## config.mk

```make
export PLATFORM = sky130hd
export DESIGN_NAME = afg_mode_mux_flat
export DESIGN_NICKNAME = d
export VERILOG_FILES = /design/src/rtl/afg_mux_pkg.sv /design/src/rtl/afg_mode_mux_if.sv /design/src/rtl/afg_burst_counter.sv /design/src/rtl/afg_mode_mux.sv /design/src/flat_wrapper.sv
export SDC_FILE = /design/constraint.sdc
export NUM_CORES = 1
export LEC_CHECK = 0
export CAP_MARGIN = 25
export CORE_MARGIN = 2
export CORE_UTILIZATION = 33
export DETAILED_ROUTE_END_ITERATION = 10
export PLACE_DENSITY = 0.81
export SYNTH_ARGS = -nofsm -noshare
export SYNTH_HDL_FRONTEND = slang
export SYNTH_SLANG_ARGS = --single-unit
```

## constraint.sdc

```tcl
create_clock -name clk -period 1.9 [get_ports clk]
set_clock_uncertainty 0.2 [all_clocks]
set_input_delay 0.19 -clock clk [delete_from_list [all_inputs] [get_ports clk]]
set_output_delay 0.19 -clock clk [all_outputs]
set_load 0.1 [all_outputs]
```

## src/rtl/afg_mux_pkg.sv

```systemverilog
`default_nettype none
// ============================================================================
// Module   : afg_mux_pkg
// Purpose  : Shared state encoding, select-width helper and reset constants
//            for the AFG N-channel mode mux.
// Revision : 1.0 - initial release
// ============================================================================
package afg_mux_pkg;

  typedef logic [1:0] state_t;

  localparam state_t c_st_idle = 2'd0;
  localparam state_t c_st_run  = 2'd1;
  localparam state_t c_st_pend = 2'd2;

  localparam logic c_rst_valid = 1'b0;
  localparam logic c_rst_done  = 1'b0;

  function automatic int sel_width(input int nch);
    return (nch > 1) ? $clog2(nch) : 1;
  endfunction

endpackage
`default_nettype wire

```

## src/rtl/afg_mode_mux_if.sv

```systemverilog
`default_nettype none
// ============================================================================
// Module   : afg_mode_mux_if
// Purpose  : Control, sample-stream and output bundle of the AFG mode mux.
// Revision : 1.0 - initial release
// ============================================================================
interface afg_mode_mux_if #(
  parameter int WIDTH  = 12,
  parameter int NCH    = 4,
  parameter int BCNT_W = 16
);
  import afg_mux_pkg::*;

  localparam int SELW = sel_width(NCH);

  logic                 en;
  logic                 start;
  logic                 mode;
  logic [BCNT_W-1:0]    burst_len;
  logic [SELW-1:0]      sel;
  logic                 sel_load;
  logic [NCH*WIDTH-1:0] din;
  logic                 din_valid;
  logic [NCH-1:0]       din_wrap;
  logic [WIDTH-1:0]     dout;
  logic                 dout_valid;
  logic [SELW-1:0]      active_sel;
  logic                 busy;
  logic                 done;

  modport master (
    output en, start, mode, burst_len, sel, sel_load, din, din_valid, din_wrap,
    input  dout, dout_valid, active_sel, busy, done
  );

  modport slave (
    input  en, start, mode, burst_len, sel, sel_load, din, din_valid, din_wrap,
    output dout, dout_valid, active_sel, busy, done
  );

endinterface
`default_nettype wire

```

## src/rtl/afg_burst_counter.sv

```systemverilog
`default_nettype none
// ============================================================================
// Module   : afg_burst_counter
// Purpose  : Burst period counter; loads length and clears at start, counts
//            qualified wraps, flags the wrap that completes the burst.
// Revision : 1.0 - initial release
// ============================================================================
module afg_burst_counter #(
  parameter int BCNT_W = 16
) (
  input  wire logic              clk,
  input  wire logic              rst_n,
  input  wire logic              i_load,
  input  wire logic [BCNT_W-1:0] i_len,
  input  wire logic              i_inc,
  output logic                   o_terminal
);

  logic [BCNT_W-1:0] r_count;
  logic [BCNT_W-1:0] r_len;
  logic [BCNT_W-1:0] w_count_nxt;

  assign w_count_nxt = r_count + {{(BCNT_W-1){1'b0}}, 1'b1};

  // A zero length never terminates, giving infinite behaviour.
  assign o_terminal = i_inc && (r_len != '0) && (w_count_nxt == r_len);

  always_ff @(posedge clk or negedge rst_n) begin
    if (!rst_n) begin
      r_count <= '0;
      r_len   <= '0;
    end else if (i_load) begin
      r_count <= '0;
      r_len   <= i_len;
    end else if (i_inc) begin
      r_count <= w_count_nxt;
    end
  end

endmodule
`default_nettype wire

```

## src/rtl/afg_mode_mux.sv

```systemverilog
`default_nettype none
// ============================================================================
// Module   : afg_mode_mux
// Purpose  : N-channel AFG sample selector; channel switches commit only at
//            the active channel's period boundary. Burst mode is compiled in
//            with AFG_MUX_BURST_EN.
// Revision : 1.0 - initial release
// ============================================================================
module afg_mode_mux
  import afg_mux_pkg::*;
#(
  parameter int WIDTH  = 12,
  parameter int NCH    = 4,
  parameter int BCNT_W = 16
) (
  input  wire logic     clk,
  input  wire logic     rst_n,
  afg_mode_mux_if.slave bus
);

  localparam int SELW = sel_width(NCH);

  state_t           r_state;
  logic [SELW-1:0]  r_active_sel;
  logic [SELW-1:0]  r_pend_sel;
  logic [WIDTH-1:0] r_dout;
  logic             r_dout_valid;
  logic             r_done;

  logic [WIDTH-1:0] w_sample;
  logic             w_wrap;
  logic             w_sel_ok;
  logic             w_sel_req;
  logic             w_cancel;
  logic             w_start_go;
  logic             w_terminal;
  logic [SELW-1:0]  w_start_sel;
  logic [SELW-1:0]  w_pend_nxt;

  assign w_sample    = bus.din[32'(r_active_sel) * WIDTH +: WIDTH];
  assign w_wrap      = bus.din_valid && bus.din_wrap[r_active_sel];
  assign w_sel_ok    = 32'(bus.sel) < NCH;
  assign w_sel_req   = bus.sel_load && w_sel_ok;
  assign w_cancel    = bus.sel_load && (bus.sel == r_active_sel);
  assign w_start_go  = bus.en && bus.start && (r_state == c_st_idle);
  assign w_start_sel = w_sel_ok ? bus.sel : '0;
  // A request landing on the wrap cycle overrides the older pending one.
  assign w_pend_nxt  = w_sel_req ? bus.sel : r_pend_sel;

`ifdef AFG_MUX_BURST_EN
  logic r_mode;
  logic w_count_inc;

  always_ff @(posedge clk or negedge rst_n) begin
    if (!rst_n) begin
      r_mode <= 1'b0;
    end else if (w_start_go) begin
      r_mode <= bus.mode;
    end
  end

  assign w_count_inc = bus.en && r_mode && w_wrap && (r_state != c_st_idle);

  afg_burst_counter #(
    .BCNT_W(BCNT_W)
  ) u_burst_counter (
    .clk       (clk),
    .rst_n     (rst_n),
    .i_load    (w_start_go),
    .i_len     (bus.burst_len),
    .i_inc     (w_count_inc),
    .o_terminal(w_terminal)
  );
`else
  logic              w_unused_mode;
  logic [BCNT_W-1:0] w_unused_len;

  assign w_unused_mode = bus.mode;
  assign w_unused_len  = bus.burst_len;
  assign w_terminal    = 1'b0;
`endif

  always_ff @(posedge clk or negedge rst_n) begin
    if (!rst_n) begin
      r_state      <= c_st_idle;
      r_active_sel <= '0;
      r_pend_sel   <= '0;
      r_dout       <= '0;
      r_dout_valid <= c_rst_valid;
      r_done       <= c_rst_done;
    end else if (!bus.en) begin
      r_state      <= c_st_idle;
      r_dout       <= '0;
      r_dout_valid <= 1'b0;
      r_done       <= 1'b0;
    end else begin
      r_done <= 1'b0;
      if (r_state == c_st_idle) begin
        r_dout       <= '0;
        r_dout_valid <= 1'b0;
        if (w_start_go) begin
          r_state      <= c_st_run;
          r_active_sel <= w_start_sel;
        end
      end else begin
        r_dout_valid <= bus.din_valid;
        if (bus.din_valid) begin
          r_dout <= w_sample;
        end
        // Burst completion discards any pending switch.
        if (w_terminal) begin
          r_state <= c_st_idle;
          r_done  <= 1'b1;
        end else if (r_state == c_st_pend) begin
          if (w_cancel) begin
            r_state <= c_st_run;
          end else if (w_wrap) begin
            r_active_sel <= w_pend_nxt;
            r_state      <= c_st_run;
          end else if (w_sel_req) begin
            r_pend_sel <= bus.sel;
          end
        end else if (r_state == c_st_run) begin
          if (w_sel_req && !w_cancel) begin
            r_pend_sel <= bus.sel;
            r_state    <= c_st_pend;
          end
        end else begin
          r_state <= c_st_idle;
        end
      end
    end
  end

  assign bus.dout       = r_dout;
  assign bus.dout_valid = r_dout_valid;
  assign bus.active_sel = r_active_sel;
  assign bus.busy       = (r_state != c_st_idle);
  assign bus.done       = r_done;

endmodule
`default_nettype wire
```

## src/flat_wrapper.sv

```systemverilog
// flat-port wrapper written by rule: the top's interface ports become plain ports
module afg_mode_mux_flat import afg_mux_pkg::*;
#(
  parameter int WIDTH  = 12,
  parameter int NCH    = 4,
  parameter int BCNT_W = 16
)
  (clk, rst_n, bus_en, bus_start, bus_mode, bus_burst_len, bus_sel, bus_sel_load, bus_din, bus_din_valid, bus_din_wrap, bus_dout, bus_dout_valid, bus_active_sel, bus_busy, bus_done);
  afg_mode_mux_if #(.WIDTH(WIDTH), .NCH(NCH), .BCNT_W(BCNT_W)) bus_i ();
  input  wire logic clk;
  input  wire logic rst_n;
  input wire logic [$bits(bus_i.en)-1:0] bus_en;
  input wire logic [$bits(bus_i.start)-1:0] bus_start;
  input wire logic [$bits(bus_i.mode)-1:0] bus_mode;
  input wire logic [$bits(bus_i.burst_len)-1:0] bus_burst_len;
  input wire logic [$bits(bus_i.sel)-1:0] bus_sel;
  input wire logic [$bits(bus_i.sel_load)-1:0] bus_sel_load;
  input wire logic [$bits(bus_i.din)-1:0] bus_din;
  input wire logic [$bits(bus_i.din_valid)-1:0] bus_din_valid;
  input wire logic [$bits(bus_i.din_wrap)-1:0] bus_din_wrap;
  output wire logic [$bits(bus_i.dout)-1:0] bus_dout;
  output wire logic [$bits(bus_i.dout_valid)-1:0] bus_dout_valid;
  output wire logic [$bits(bus_i.active_sel)-1:0] bus_active_sel;
  output wire logic [$bits(bus_i.busy)-1:0] bus_busy;
  output wire logic [$bits(bus_i.done)-1:0] bus_done;
  assign bus_i.en = bus_en;
  assign bus_i.start = bus_start;
  assign bus_i.mode = bus_mode;
  assign bus_i.burst_len = bus_burst_len;
  assign bus_i.sel = bus_sel;
  assign bus_i.sel_load = bus_sel_load;
  assign bus_i.din = bus_din;
  assign bus_i.din_valid = bus_din_valid;
  assign bus_i.din_wrap = bus_din_wrap;
  assign bus_dout = bus_i.dout;
  assign bus_dout_valid = bus_i.dout_valid;
  assign bus_active_sel = bus_i.active_sel;
  assign bus_busy = bus_i.busy;
  assign bus_done = bus_i.done;
  afg_mode_mux #(.WIDTH(WIDTH), .NCH(NCH), .BCNT_W(BCNT_W)) u_core (.clk(clk), .rst_n(rst_n), .bus(bus_i));
endmodule
```

==> summary.txt <==
Setup path
  • Critical Path Fanout Max: 5
  • CP Launch Type: flop
  • Crit path from: u_core.bus.active_sel[1]
  • CP required: 1.89 ns
  • Worst r2r src: u_core.bus.active_sel[1]
  • CP Class: flop to flop
  • CP Capture Type: flop
  • Worst Path Arrival: 1.79 ns

Global route
  • First-pass GRT wire length: around 5900 microns
  • Met1 Resource Use GR: 0.206
  • Met2 Usage GRT: 0.350
  • Met3 Track Usage GR: 0.0387
  • Gr busiest metal: met2
  • Initial antenna violation count: 0
  • Vias in the first global route: around 1,200
  • GRT Overall Usage: 0.190
  • Pin count of the biggest net entering global routing: 20
  • Grt total ovfl: 0

Drt
  • DRC Markers: 0
  • Via-to-Cell Ratio: 5.15
  • DR vias: 1,097
  • Iteration-0 DRC Markers: 87
  • DR pass1 iterations: 4
  • WL final: 3540 microns
  • Antenna viol nets, final: 0
  • Drt wl/cell: 16.6 microns

STA
  • Fin. max-slew vios: 0
  • PnR worst setup slack: 0.0949 ns
  • Setup tns final: 0 ns
  • RSZ-0062 raised after global routing: false
  • Max Fclk: 0.554 GHz
  • Period utilization: 0.950
  • Final Hold Fails: 0
  • Endpoints failing setup: 0
  • Minimum clock period: ~1.8 ns
  • Min Hold Slack: 0.00694 ns

Clock tree
  • # Post-CTS Setup Buffers: 0
  • Clock Tree Buf Depth: 2
  • Clk sinks: 19
  • CTS tree: yes
  • CTS Hold Buffers Added: 0
  • Root Driver: clkbuf_4
  • CTS buffer count: 3
  • Reg clk slew, reported paths: around 0.11 ns
  • Clk Latency, worst-skew pair: between 0.2 and 0.3 ns
  • H-tree depth: 1

Finish
  • Final core utilization: 0.628
  • Area Growth Syn to Fin: 80.7%
  • Ant. Diodes: 0
  • Final #Nets: approximately 250
  • Layout cells sized above 1: 0.353
  • Sequential Area: slightly below 500 sq um
  • Filler cell count: 236
  • Multi-input gate area: 697 sq um
  • Post-route cell area: 2130 sq um

Placed design
  • HPWL after detailed placement: slightly below 3000 microns
  • Pre-CTS worst setup slack: -0.142 ns
  • # port buffers: 75
  • Final GP Congestion: 0.813
  • Placed inst area: between 2000 and 2500 sq um

Job
  • Max_cap viols: 0

Pwr
  • Peak supply drop: 349 uV
  • PwrDens: 1010 nW/um^2
  • Cell leakage power: 0.000895 uW

Logic synthesis
  • Synth Cell Area: 1180 sq um
  • Syn Inst Count: 86
  • Seq cells post-synth: 19
  • Ranking of synthesized cells by area: dfrtp_1 (40%), mux4_2 (23%), a22o_1 (8.9%), mux2_2 (3.8%), buf_6 (2.9%)
  • Seq/Total Area, Yosys: 0.403
  • Yosys warns: 0
  • Largest area contributor in the netlist: dfrtp_1
  • Top cell type's share of synthesized area: 0.403
  • Synthesized net count: between 150 and 200
  • Unique masters post-synth: 30
  • Syn Area/Cell: 13.7 sq um

Status
  • Outcome: finished, final reports clean

Floorplanning
  • Core footprint: 3390 sq um
  • Starting density of the core: 0.348
  • Cell Rows: 21
  • Die area: 4070 sq um
  • Die width: 63.8 microns
  • IO Count: between 90 and 100
  • Die Y: approximately 64 microns

Worst hold path
  • Hold crit path type: input pin to async pin
-- cells by family after synthesis --
kind of cell              after synthesis  share of synthesized area
DFF                                    19                      0.403
buffers and inverters                  10                     0.0563
AOI/OAI and AO/OA                      21                      0.147
muxes                                  20                      0.310
xor gates and xnor gates                2                     0.0149
other                                   1                    0.00318
and+or+nand+nor                        13                     0.0658
-- layout make-up --
class                   instances  share of cell area
flip-flops and latches         19               0.227
clock inverters                 1             0.00235
repair buffers                 84               0.401
clock buffers                   3              0.0106
well taps                      46              0.0270
inverters                       3             0.00529
multi-input cells              57               0.327
-- cell usage after synthesis (all sizes together) --
library cell  number
a211oi             1
a21boi             1
a21oi              2
a22o              12
a31o               1
and2               1
and3               2
buf                6
clkbuf             1
conb               1
dfrtp             19
inv                3
mux2               6
mux2i              2
mux4              12
nand2              2
nand2b             1
nand3              2
nand4              1
nor2               1
nor2b              1
nor3b              1
o21ai              1
o21bai             1
o221ai             2
or2                1
xnor2              2
-- registers in the layout, summed over array words and instances (netlist names) --
name,count
u_core.r_state,2
u_core.bus.active_sel,2
u_core.bus.dout,12
u_core.bus.dout_valid,1
u_core.r_pend_sel,2
-- placed cells by master (no fill, tap or decap), types with 3 or more instances in the layout --
master | netlist | routed
mux4_2 | 12 | 12
a22o_1 | 12 | 12
clkbuf_4 | 0 | 3
buf_4 | 1 | 19
clkdlybuf4s50_1 | 0 | 59
dfrtp_1 | 19 | 17
buf_12 | 0 | 6
mux2_4 | 2 | 4
inv_1 | 3 | 3
-- worst paths after layout --
path,endpoint,slack (ns),depth (start not counted)
max,u_core.r_pend_sel[0],0.09,4
min,u_core.bus.dout_valid,0.007,2
max reg2reg,u_core.r_pend_sel[0],0.09,4
min reg2reg,u_core.bus.dout[6],0.32,1
max in group asynchronous,u_core.bus.active_sel[1],1.26,2
min in group clk,u_core.bus.dout[6],0.32,1
-- routing by layer --
metal	vias up	wire [microns]
met2	48	1870
met1	538	1330
met3	10	222
li1	501	-
met4	0	123
met5	-	0
-- worst max-delay path, stage by stage (launching register included) --
cell and delay (ns):
dfrtp_4 0.55, xnor2_4 0.15, a211oi_2 0.23, a21boi_4 0.25, mux2_4 0.31
-- where the power goes --
| part | internal [uW] | switching (uW) |
|---|---|---|
| combinational | 686 | 685 |
| clock | 78.3 | 127 |
| sequential | 484 | 89.4 |
-- metrics by stage --
| stage | total power, uW | cells |
|---|---|---|
| global placement | 1900 | 209 |
| global route | 2260 | 213 |
| floorplan | 1510 | 86 |
| CTS | 2140 | 213 |
| finish | 2150 | 213 |
| detailed placement | 1940 | 209 |
-- what timing repair did --
item,4_1_cts,5_1_grt
endpoints found under the hold margin,0,0
resized for setup,0,5
endpoints found under the setup margin,0,2
Power figures use the tool's default switching activity.
